`src/rtl/dkong_vram_arbiter.sv`:
```
// Single-port VRAM arbiter: video fetch has fixed priority, CPU and debug loader share the
// remaining slots round-robin. Every access completes a fixed two cycles after its grant.
module dkong_vram_arbiter #(
    parameter int unsigned ADDR_W     = 10,
    parameter int unsigned DATA_W     = 8,
    parameter int unsigned WAIT_LIMIT = 64
) (
    input  logic              masterclk,
    input  logic              rst_n,
    input  logic              vid_req,
    input  logic [ADDR_W-1:0] vid_addr,
    output logic [DATA_W-1:0] vid_rdata,
    output logic              vid_rvalid,
    input  logic              cpu_req,
    input  logic              cpu_we,
    input  logic [ADDR_W-1:0] cpu_addr,
    input  logic [DATA_W-1:0] cpu_wdata,
    output logic [DATA_W-1:0] cpu_rdata,
    output logic              cpu_ack,
    output logic              cpu_wait_n,
    input  logic              dbg_req,
    input  logic              dbg_we,
    input  logic [ADDR_W-1:0] dbg_addr,
    input  logic [DATA_W-1:0] dbg_wdata,
    output logic [DATA_W-1:0] dbg_rdata,
    output logic              dbg_ack,
    output logic [ADDR_W-1:0] ram_addr,
    output logic              ram_we,
    output logic [DATA_W-1:0] ram_wdata,
    input  logic [DATA_W-1:0] ram_rdata,
    output logic [1:0]        grant_owner,
    output logic              cpu_starved
);

    localparam int unsigned CntW = $clog2(WAIT_LIMIT + 1);
    localparam logic [CntW-1:0] CntMax = CntW'(WAIT_LIMIT);

    typedef enum logic [1:0] {
        OwnIdle = 2'd0,
        OwnVid  = 2'd1,
        OwnCpu  = 2'd2,
        OwnDbg  = 2'd3
    } owner_e;

    owner_e            sel;
    owner_e            owner_q;
    owner_e            p1_owner_q;
    logic              p1_we_q;
    logic [ADDR_W-1:0] ram_addr_q;
    logic              ram_we_q;
    logic [DATA_W-1:0] ram_wdata_q;
    logic              rr_last_dbg_q;
    logic              cpu_busy_q;
    logic              dbg_busy_q;
    logic              vid_rvalid_q;
    logic              cpu_ack_q;
    logic              dbg_ack_q;
    logic [DATA_W-1:0] vid_rdata_q;
    logic [DATA_W-1:0] cpu_rdata_q;
    logic [DATA_W-1:0] dbg_rdata_q;
    logic [CntW-1:0]   wait_cnt_q;
    logic              cpu_elig;
    logic              dbg_elig;

    // Busy flags stay set through the ack cycle so a still-high req is not granted twice.
    assign cpu_elig = cpu_req & ~cpu_busy_q;
    assign dbg_elig = dbg_req & ~dbg_busy_q;

    always_comb begin
        sel = OwnIdle;
        if (vid_req) begin
            sel = OwnVid;
        end else if (cpu_elig && dbg_elig) begin
            sel = rr_last_dbg_q ? OwnCpu : OwnDbg;
        end else if (cpu_elig) begin
            sel = OwnCpu;
        end else if (dbg_elig) begin
            sel = OwnDbg;
        end
    end

    always_ff @(posedge masterclk) begin
        if (!rst_n) begin
            owner_q       <= OwnIdle;
            p1_owner_q    <= OwnIdle;
            p1_we_q       <= 1'b0;
            ram_addr_q    <= '0;
            ram_we_q      <= 1'b0;
            ram_wdata_q   <= '0;
            rr_last_dbg_q <= 1'b1;
            cpu_busy_q    <= 1'b0;
            dbg_busy_q    <= 1'b0;
            vid_rvalid_q  <= 1'b0;
            cpu_ack_q     <= 1'b0;
            dbg_ack_q     <= 1'b0;
            vid_rdata_q   <= '0;
            cpu_rdata_q   <= '0;
            dbg_rdata_q   <= '0;
            wait_cnt_q    <= '0;
        end else begin
            owner_q <= sel;
            unique case (sel)
                OwnVid: begin
                    ram_addr_q <= vid_addr;
                    ram_we_q   <= 1'b0;
                end
                OwnCpu: begin
                    ram_addr_q    <= cpu_addr;
                    ram_we_q      <= cpu_we;
                    ram_wdata_q   <= cpu_wdata;
                    rr_last_dbg_q <= 1'b0;
                end
                OwnDbg: begin
                    ram_addr_q    <= dbg_addr;
                    ram_we_q      <= dbg_we;
                    ram_wdata_q   <= dbg_wdata;
                    rr_last_dbg_q <= 1'b1;
                end
                default: ram_we_q <= 1'b0;
            endcase

            cpu_busy_q <= (sel == OwnCpu) | (cpu_busy_q & ~cpu_ack_q);
            dbg_busy_q <= (sel == OwnDbg) | (dbg_busy_q & ~dbg_ack_q);

            // RAM samples the slot one edge after grant; its data is captured the edge after.
            p1_owner_q   <= owner_q;
            p1_we_q      <= ram_we_q;
            vid_rvalid_q <= (p1_owner_q == OwnVid);
            cpu_ack_q    <= (p1_owner_q == OwnCpu);
            dbg_ack_q    <= (p1_owner_q == OwnDbg);
            if (p1_owner_q == OwnVid) vid_rdata_q <= ram_rdata;
            if (p1_owner_q == OwnCpu && !p1_we_q) cpu_rdata_q <= ram_rdata;
            if (p1_owner_q == OwnDbg && !p1_we_q) dbg_rdata_q <= ram_rdata;

            if (!cpu_req || sel == OwnCpu) begin
                wait_cnt_q <= '0;
            end else if (!cpu_busy_q && wait_cnt_q != CntMax) begin
                wait_cnt_q <= wait_cnt_q + CntW'(1);
            end
        end
    end

    assign grant_owner = owner_q;
    assign ram_addr    = ram_addr_q;
    assign ram_we      = ram_we_q;
    assign ram_wdata   = ram_wdata_q;
    assign vid_rvalid  = vid_rvalid_q;
    assign vid_rdata   = vid_rdata_q;
    assign cpu_ack     = cpu_ack_q;
    assign cpu_rdata   = cpu_rdata_q;
    assign dbg_ack     = dbg_ack_q;
    assign dbg_rdata   = dbg_rdata_q;
    assign cpu_wait_n  = ~(cpu_req & ~cpu_ack_q);
    assign cpu_starved = (wait_cnt_q == CntMax);

endmodule

```
`config.mk`:
```
export PLATFORM = sky130hd
export DESIGN_NAME = dkong_vram_arbiter
export DESIGN_NICKNAME = d
export VERILOG_FILES = /design/src/rtl/dkong_vram_arbiter.sv
export SDC_FILE = /design/constraint.sdc
export NUM_CORES = 1
export LEC_CHECK = 0
export ABC_AREA = 1
export CAP_MARGIN = 10
export CORE_UTILIZATION = 40
export CTS_BUF_LIST = sky130_fd_sc_hd__clkbuf_4 sky130_fd_sc_hd__clkbuf_8
export CTS_CLUSTER_SIZE = 14
export DETAILED_ROUTE_END_ITERATION = 8
export PLACE_DENSITY = 0.76
export SKIP_CTS_REPAIR_TIMING = 1
export SKIP_LAST_GASP = 1
export SYNTH_ARGS = -nofsm -noshare
export SYNTH_HDL_FRONTEND = slang
export SYNTH_SLANG_ARGS = --single-unit
export TNS_END_PERCENT = 5
```
`constraint.sdc`:
```
create_clock -name masterclk -period 2.7 [get_ports masterclk]
set_clock_uncertainty 0.05 [all_clocks]
set_input_delay 0.405 -clock masterclk [delete_from_list [all_inputs] [get_ports masterclk]]
set_output_delay 0.405 -clock masterclk [all_outputs]
set_load 0.005 [all_outputs]
```
# --- Yosys cells after proc, flatten, opt, wreduce, memory -nomap -nowiden ---
# Cells that the tools add are included.
word_totals:
  regBits: 61
  inputBits: 61
  out_inout_bits: 50
  wordCells: 58
classes:
  add_sub_neg: 1
  eq_ne: 8
  muxes: 9
  n_bitwise: 13
  reduce_logical: 11
op_table:
  columns: ["cell", "n"]
  rows:
  - ["10-bit case mux with 3 select lines", 1]
  - ["8-bit case mux with 2 select lines", 1]
  - ["2-bit equality test (second input constant)", 4]
  - ["2-bit two-way mux", 4]
  - ["7-bit by 1-bit adder with 7-bit output (second input constant)", 1]
  - ["7-bit equality test (second input constant)", 1]
  - ["7-bit != test (second input constant)", 1]
  - ["1-bit NOT", 6]
  - ["1-bit AND", 5]
  - ["2-bit by 1-bit equality test with 1-bit output (second input constant)", 2]
  - ["1-bit logical AND", 4]
  - ["1-bit case mux with 2 select lines", 2]
  - ["1-bit logical NOT", 3]
  - ["3-bit nonzero test", 1]
  - ["1-bit OR", 2]
  - ["2-bit nonzero test", 1]
  - ["2-bit OR reduction", 1]
  - ["1-bit logical OR", 1]
  - ["1-bit two-way mux", 1]

# --- Depth between registers and ports, before layout ---
# Gate-level depths: netlist (run 1).
depth:
  word_depth: 9
  ltp_mapped: 9

# --- Worst setup path after synthesis (run 1) ---
# No wires, ideal clock.
synth_path:
  kind: "register to register"
  start: "register wait_cnt_q[0]"
  end: "register wait_cnt_q[3]"
  setup_ns: 0.071
  arrival_time_ns: 1.164
  required_ns: 2.579
  setup_slack_ns: 1.414
  stages_incl_launch_ff: 10
  path_buffers: 0
  cell_sequence: "dfxtp_1 -> inv_1 -> ha_1 -> nand2_1 -> inv_1 -> nand3_1 -> nand2_1 -> inv_1 -> nand2_1 -> a21oi_1"
synth_between:
  elab_chain_cells: 2
  word_cells_on_any_way: 3
  classes_between: "1 x add/sub; 1 x eq/ne; 1 x reduce/logical"
synth_lines:
  columns: ["element", "line", "source"]
  rows:
  - ["from (decl)", "61", "logic [CntW-1:0] wait_cnt_q;"]
  - ["from (signal assigned)", "138", "wait_cnt_q <= wait_cnt_q + CntW'(1);"]
  - ["parallel branches: the longest is 2 deep, another holds 7-bit by 1-bit adder with 7-bit output", null, null]
# Parallel ways; which one is timed is not known.
# A chain may end at the register's enable or synchronous reset.

# --- Worst setup path in the final report (run 1) ---
layout_path:
  start: "register wait_cnt_q[0]"
  end: "output port cpu_starved"
layout_between:
  elab_chain_cells: 1
layout_lines:
  columns: ["element", "line", "source"]
  rows:
  - ["7-bit equality test", "154", "assign cpu_starved = (wait_cnt_q == CntMax);"]
  - ["to (decl)", "32", "output logic cpu_starved"]
# No other way between the ends.

==> results of run 1 <==
-- state kept, by name (all words and copies together) (netlist names) --
register	cells
ram_addr	10
cpu_rdata	8
dbg_rdata	8
ram_wdata	8
vid_rdata	8
wait_cnt_q	7
grant_owner	2
p1_owner_q	2
cpu_ack	1
cpu_busy_q	1
dbg_ack	1
dbg_busy_q	1
p1_we_q	1
ram_we	1
rr_last_dbg_q	1
vid_rvalid	1
-- per-layer routing --
| layer | vias to the layer above | global-route usage [%] | wire length, microns |
|---|---|---|---|
| met3 | 21 | 5.539 | 415 |
| met4 | 0 | 11.56 | 236 |
| met5 | - | 0 | 0 |
| met2 | 92 | 33.63 | 3296 |
| met1 | 1242 | 26.09 | 3269 |
| li1 | 1448 | - | - |
-- worst reg2reg max path: cells and delay by family, from the launching register on --
family	cells	cell delay [ns]
AO/OA/AOI/OAI	1	0.08
buffers and inverters	1	0.13
AND/OR/NAND/NOR	4	0.89
flip-flops	1	0.31
-- layout make-up --
cell class	instances	area, sq um	area share, %
tap	77	96.34	2.386
multi-input combinational	255	1157	28.66
inverter	57	214.0	5.299
timing repair buffer	115	1139	28.20
clock inverter	5	58.81	1.456
clock buffer	11	151.4	3.750
sequential	61	1221	30.24
-- placed cells by master, fill, tap and decap left out, drive strengths merged, types with 5 or more instances in the layout --
cell type and count:
a21oi 25, buf 5, clkbuf 11, clkdlybuf4s50 110
clkinv 6, dfxtp 61, inv 53, nand2 74
nand3 15, nand4 18, nor2 74, o21ai 42
-- report_power, final --
group | total [W] | leakage, nW | internal [W] | switching, W
Combinational | 0.000391 | 1.20 | 0.000212 | 0.000179
Sequential | 0.000979 | 0.499 | 0.000952 | 0.0000273
Clock | 0.000834 | 0.102 | 0.000476 | 0.000358
Total | 0.00220 | 1.80 | 0.00164 | 0.000565
-- cell usage after synthesis, types with 2 or more instances --
cell type	count
a21oi_1	25
buf_2	6
buf_4	2
clkbuf_1	9
clkinv_1	4
dfxtp_1	61
ha_1	2
inv_1	50
inv_2	3
nand2_1	71
nand2_2	3
nand3_1	14
nand4_1	18
nor2_1	73
o21ai_0	36
o21ai_1	6
xor2_1	3
-- logic make-up after synthesis --
group,after synthesis,synth area share [%]
simple gates,183,28.85
buf+inv,74,10.96
compound gates,67,12.55
flops,61,45.71
xor+xnor,3,0.9838
fa+ha+maj,2,0.9366
-- worst paths after layout --
path                                startpoint       endpoint  slack, ns  cells past startpoint
worst max-delay path             wait_cnt_q[0]    cpu_starved       0.58                      7
worst min-delay path            grant_owner[1]  p1_owner_q[1]       0.38                      2
worst max register to register      cpu_busy_q  wait_cnt_q[5]       1.12                      6
worst min register to register  grant_owner[1]  p1_owner_q[1]       0.38                      2
-- per-stage QoR --
step	cell area (sq um)	setup slack, ns	std cells
floorplan	2671	1.414	390
global placement	3827	0.5431	565
detailed placement	3827	0.4397	565
CTS	4038	0.5609	581
global route	4038	0.4854	581
finish	4038	0.5837	581
==> summary.txt, run 1 <==
Status
  – Status: finished clean

Logic synthesis
  – EDFF count, synth: 0
  – Post-Syn Instances: 390
  – Cell Area, Synth: 2671 sq um
  – Primary FF master, synth: dfxtp_1
  – Dominant cell type by area after synthesis: dfxtp_1
  – Sequential area share after synthesis: 45.71%
  – Syn. warnings: 0
  – Post-Syn Area per Cell: 6.850 sq um
  – Flops & latches, synth: 61
  – Syn nets: 453
  – Synth top area cells: dfxtp_1 (46%), nor2_1 (10%), nand2_1 (10%), inv_1 (7.0%), o21ai_0 (6.7%)
  – Async set-reset flop share out of synthesis: 0%
  – Netlist cell types: 21
  – Post-synth top area share: 45.71%

Min path
  – Min-delay worst type: flip-flop to flip-flop

STA
  – TNS Setup: 0 ns
  – Pins over their slew limit: 0
  – Least-Margin Pin Slew: 0.4896 ns
  – Final Hold Vio Count: 0
  – Max Clk Rate: 472.5 MHz
  – Min cycle time layout: 2.116 ns
  – Worst hold slack: 0.3826 ns
  – Period utilisation layout: 78.38%
  – Unrepaired setup endpoints after global routing: false
  – # setup viols final: 0
  – Worst slew margin: 67.24%

Floorplanning
  – Rows: 29
  – Initial core utilization: 41.83%
  – Total Die Area: 7009 sq um
  – Core area: 6386 sq um
  – IO Pins: 111
  – Die W: 83.72 microns
  – Die Y: 83.72 microns

Global route
  – First-pass GRT wire length: 11,950 microns
  – Vias in the first global route: 2,650
  – Pin count of the biggest net entering global routing: 25
  – Total GRT Usage: 21.16%
  – Congestion Overflow GR: 0
  – Initial antenna violation count: 0

Layout
  – # diodes: 0
  – Fill cells: 560
  – Layout Area Growth over Synthesis: 51.15%
  – Final core area utilization: 63.22%
  – Nets: 562
  – Layout cell share with drive strength beyond 1: 5.952%

Detailed routing
  – 1st-iter DRT viols: 174
  – Number of vias per cell: 4.824
  – Drt pass-1 iters: 4
  – Detail Route Antenna Nets: 0
  – WL/cell: 12.42 microns
  – DR vias: 2,803
  – Number of remaining DRC errors: 0
  – Overall routed net length: 7218 microns

Clock tree
  – Clock transition at path regs: 0.07 ns
  – Clock Sinks: 61
  – CTS root buf: clkbuf_8
  – Clk_lat worst skew: 0.33 ns
  – H-tree Lvls: 3
  – Clock Path Buffers: 2
  – CTS tree: done
  – Number of buffers created by CTS: 9

Pwr
  – VDD IR-drop max: 0.0003132 V
  – Pwr Density: 545.9 nW/um^2
  – Pleak: 1.804 nW
  – Pwr Total: 0.002204 W

Critical path
  – CP cell instances: inv_1, ha_1, nand2_1, inv_1, nand3_1, inv_1, clkdlybuf4s50_1
  – Most Frequent Cell on Critical Path: inv_1
  – Slowest cell on crit path: clkdlybuf4s50_1
  – Crit-path max cell delay: 0.43 ns
  – WP data arrival: 1.66 ns
  – CP endpoint kind: primary output
  – CP Data Required Time: 2.25 ns
  – CP max FO: 5
  – WP buf/inv: 4
  – Startpoint types: flip-flop
  – Top Family by Delay on Critical Path: buffers and inverters
  – Worst Setup Path Type: flip-flop to primary output

Placement
  – Post-DP HPWL: 5496 microns
  – Placer Congestion: 0.8175
  – IO buf count: 110

Job
  – Max_cap viols: 0
Note: power is estimated with default switching activity, not from simulation.
==> run 2, diff against run 1 <==
PLACE_DENSITY = 0.79   (was 0.76)
clock period = 1.9 ns   (was 2.7 ns; I/O delays follow)
==> summary.txt, run 2 (synthesis results as in run 1) <==
Global route
  – Total GRT Usage: 21.98% (+0.82 points)
  – Congestion Overflow GR: 0 (unchanged)
  – Initial antenna violation count: 0 (unchanged)
  – Vias in the first global route: 2,752 (+3.8%)
  – First-pass GRT wire length: 12,140 microns (+1.6%)
  – Pin count of the biggest net entering global routing: 25 (unchanged)

STA
  – Max Clk Rate: 560.8 MHz
  – Min cycle time layout: 1.783 ns
  – Unrepaired setup endpoints after global routing: false
  – Least-Margin Pin Slew: 0.4299 ns (-0.05972 ns)
  – Final Hold Vio Count: 0 (unchanged)
  – Worst hold slack: 0.3754 ns (-0.007256 ns)
  – Period utilisation layout: 93.85%
  – # setup viols final: 0 (unchanged)
  – Setup WS post-layout: 0.1168 ns (-0.4669 ns)
  – Worst slew margin: 71.34% (+4.1 points)
  – Pins over their slew limit: 0 (unchanged)

Clock tree
  – H-tree Lvls: 3 (unchanged)
  – Clk_lat worst skew: 0.35 ns (+0.02 ns)
  – Clock Path Buffers: 2 (unchanged)
  – CTS root buf: clkbuf_8
  – Number of buffers created by CTS: 9 (unchanged)
  – CTS tree: done
  – Clock Sinks: 61 (unchanged)
  – Clock transition at path regs: 0.07 ns (about the same)

Floorplanning
  – Core area: 6386 sq um (unchanged)
  – Total Die Area: 7009 sq um (unchanged)
  – Die W: 83.72 microns (unchanged)
  – IO Pins: 111 (unchanged)
  – Initial core utilization: 41.83% (unchanged)
  – Die Y: 83.72 microns (unchanged)
  – Rows: 29 (unchanged)

Detailed routing
  – DR vias: 2,853 (+1.8%)
  – Detail Route Antenna Nets: 0 (unchanged)
  – Number of remaining DRC errors: 0 (unchanged)
  – Number of vias per cell: 4.819 (-0.11%)
  – Drt pass-1 iters: 4 (unchanged)
  – WL/cell: 12.23 microns (-1.5%)
  – 1st-iter DRT viols: 167 (-4.0%)
  – Overall routed net length: 7241 microns (+0.32%)

Pwr
  – Pwr Density: 757.4 nW/um^2 (+39%)
  – VDD IR-drop max: 0.0005096 V (+63%)
  – Pleak: 1.874 nW (+3.8%)

Critical path
  – Most Frequent Cell on Critical Path: clkdlybuf4s50_1
  – WP buf/inv: 3 (-1)
  – CP cell instances: clkdlybuf4s50_1, buf_4, nand2_1, clkdlybuf4s50_1
  – Reg-to-reg critical path endpoint: wait_cnt_q[2]
  – Worst r2r path cells: 6 (unchanged)
  – R2r startpoint: cpu_busy_q
  – Startpoint types: input pin
  – Worst Setup Path Type: input pin to primary output
  – CP endpoint kind: primary output
  – Crit-path max cell delay: 0.50 ns (+0.07 ns)
  – CP max FO: 4 (-1)
  – CP Data Required Time: 1.56 ns (-0.69 ns)
  – Slowest cell on crit path: clkdlybuf4s50_1
  – WP data arrival: 1.45 ns (-0.21 ns)
  – Reg-to-reg slack, setup: 0.48 ns (-0.64 ns)
  – Top Family by Delay on Critical Path: buffers and inverters

Status
  – Status: finished clean

Placement
  – Post-DP Area: 3915 sq um (+2.3%)
  – Placer Congestion: 0.8026 (-1.8%)
  – Post-DP HPWL: 5575 microns (+1.4%)
  – Dpl ws: 0.03113 ns (-0.4085 ns)
  – Cell Count Post-Placement: 575 (+1.8%)
  – IO buf count: 110 (unchanged)

Min path
  – Min-delay worst type: flip-flop to flip-flop
  – HP Start: grant_owner[1]
  – Hold path depth: 2 (unchanged)
  – Hold Path Sink: p1_owner_q[1]

Layout
  – Final core area utilization: 64.64% (+1.4 points)
  – Commonest non-fill, non-tap cell in the layout: clkdlybuf4s50_1
  – Largest register FFs: 10 (unchanged)
  – Commonest cells after routing, fill and taps aside: clkdlybuf4s50_1 (109), nor2_1 (73), nand2_1 (71)
  – Nets: 573 (+2.0%)
  – Layout cell share with drive strength beyond 1: 8.350% (+2.4 points)
  – Post-Layout Cell Count: 592 (+1.9%)
  – Layout Area Growth over Synthesis: 54.52%
  – # diodes: 0 (unchanged)
  – Post-Layout Inst Area: 4128 sq um (+2.2%)

Job
  – Max_cap viols: 0 (unchanged)
[run 2: worst max-delay path by stage]
stage,start,to,slack [ns],cells after the start
6_report,cpu_req,cpu_wait_n,0.12,4
5_1_grt,cpu_req,cpu_wait_n,0.1,4
4_1_cts,wait_cnt_q[0],cpu_starved,-0.15,7
3_5_place_dp,dbg_req,ram_wdata[2],0.03,8
3_3_place_gp,dbg_req,ram_wdata[1],0.09,8
2_1_floorplan,wait_cnt_q[0],wait_cnt_q[3],0.61,9
[run 2: report_power, final]
part | total [W] | leakage (nW) | switching (W) | internal, W
registers | 0.00139 | 0.500 | 0.0000389 | 0.00135
clock network | 0.00115 | 0.0918 | 0.000547 | 0.000608
logic | 0.000581 | 1.28 | 0.000257 | 0.000324
total | 0.00313 | 1.87 | 0.000843 | 0.00228
[run 2: per-layer routing]
layer	share of wire [%]	global-route usage (%)	vias to the layer above	routed length (microns)
met4	3.0	11.56	0	218
met1	45	26.27	1288	3236
met2	46	34.66	75	3304
met5	0	0	-	0
li1	-	-	1471	-
met3	6.7	7.715	19	482
[run 2: metrics by stage]
step	power [W]	TNS [ns]
global placement	0.001985	0
CTS	0.003147	-0.1524
floorplan	0.001657	0
global route	0.003288	0
finish	0.003126	0
detailed placement	0.001997	0
[run 2: cell type report]
class	instances	area, sq um
clock inverters	7	75.07
multi-input cells	255	1157
flip-flops and latches	61	1225
well taps	77	96.34
fillers	562	2258
clock buffers	9	123.9
inverters	57	214.0
repair buffers	126	1236
[run 2: worst min-delay path, cell delays in order, from the launching register on]
cell     delay (ns)
dfxtp_1        0.31
nand2_1        0.06
inv_1          0.03
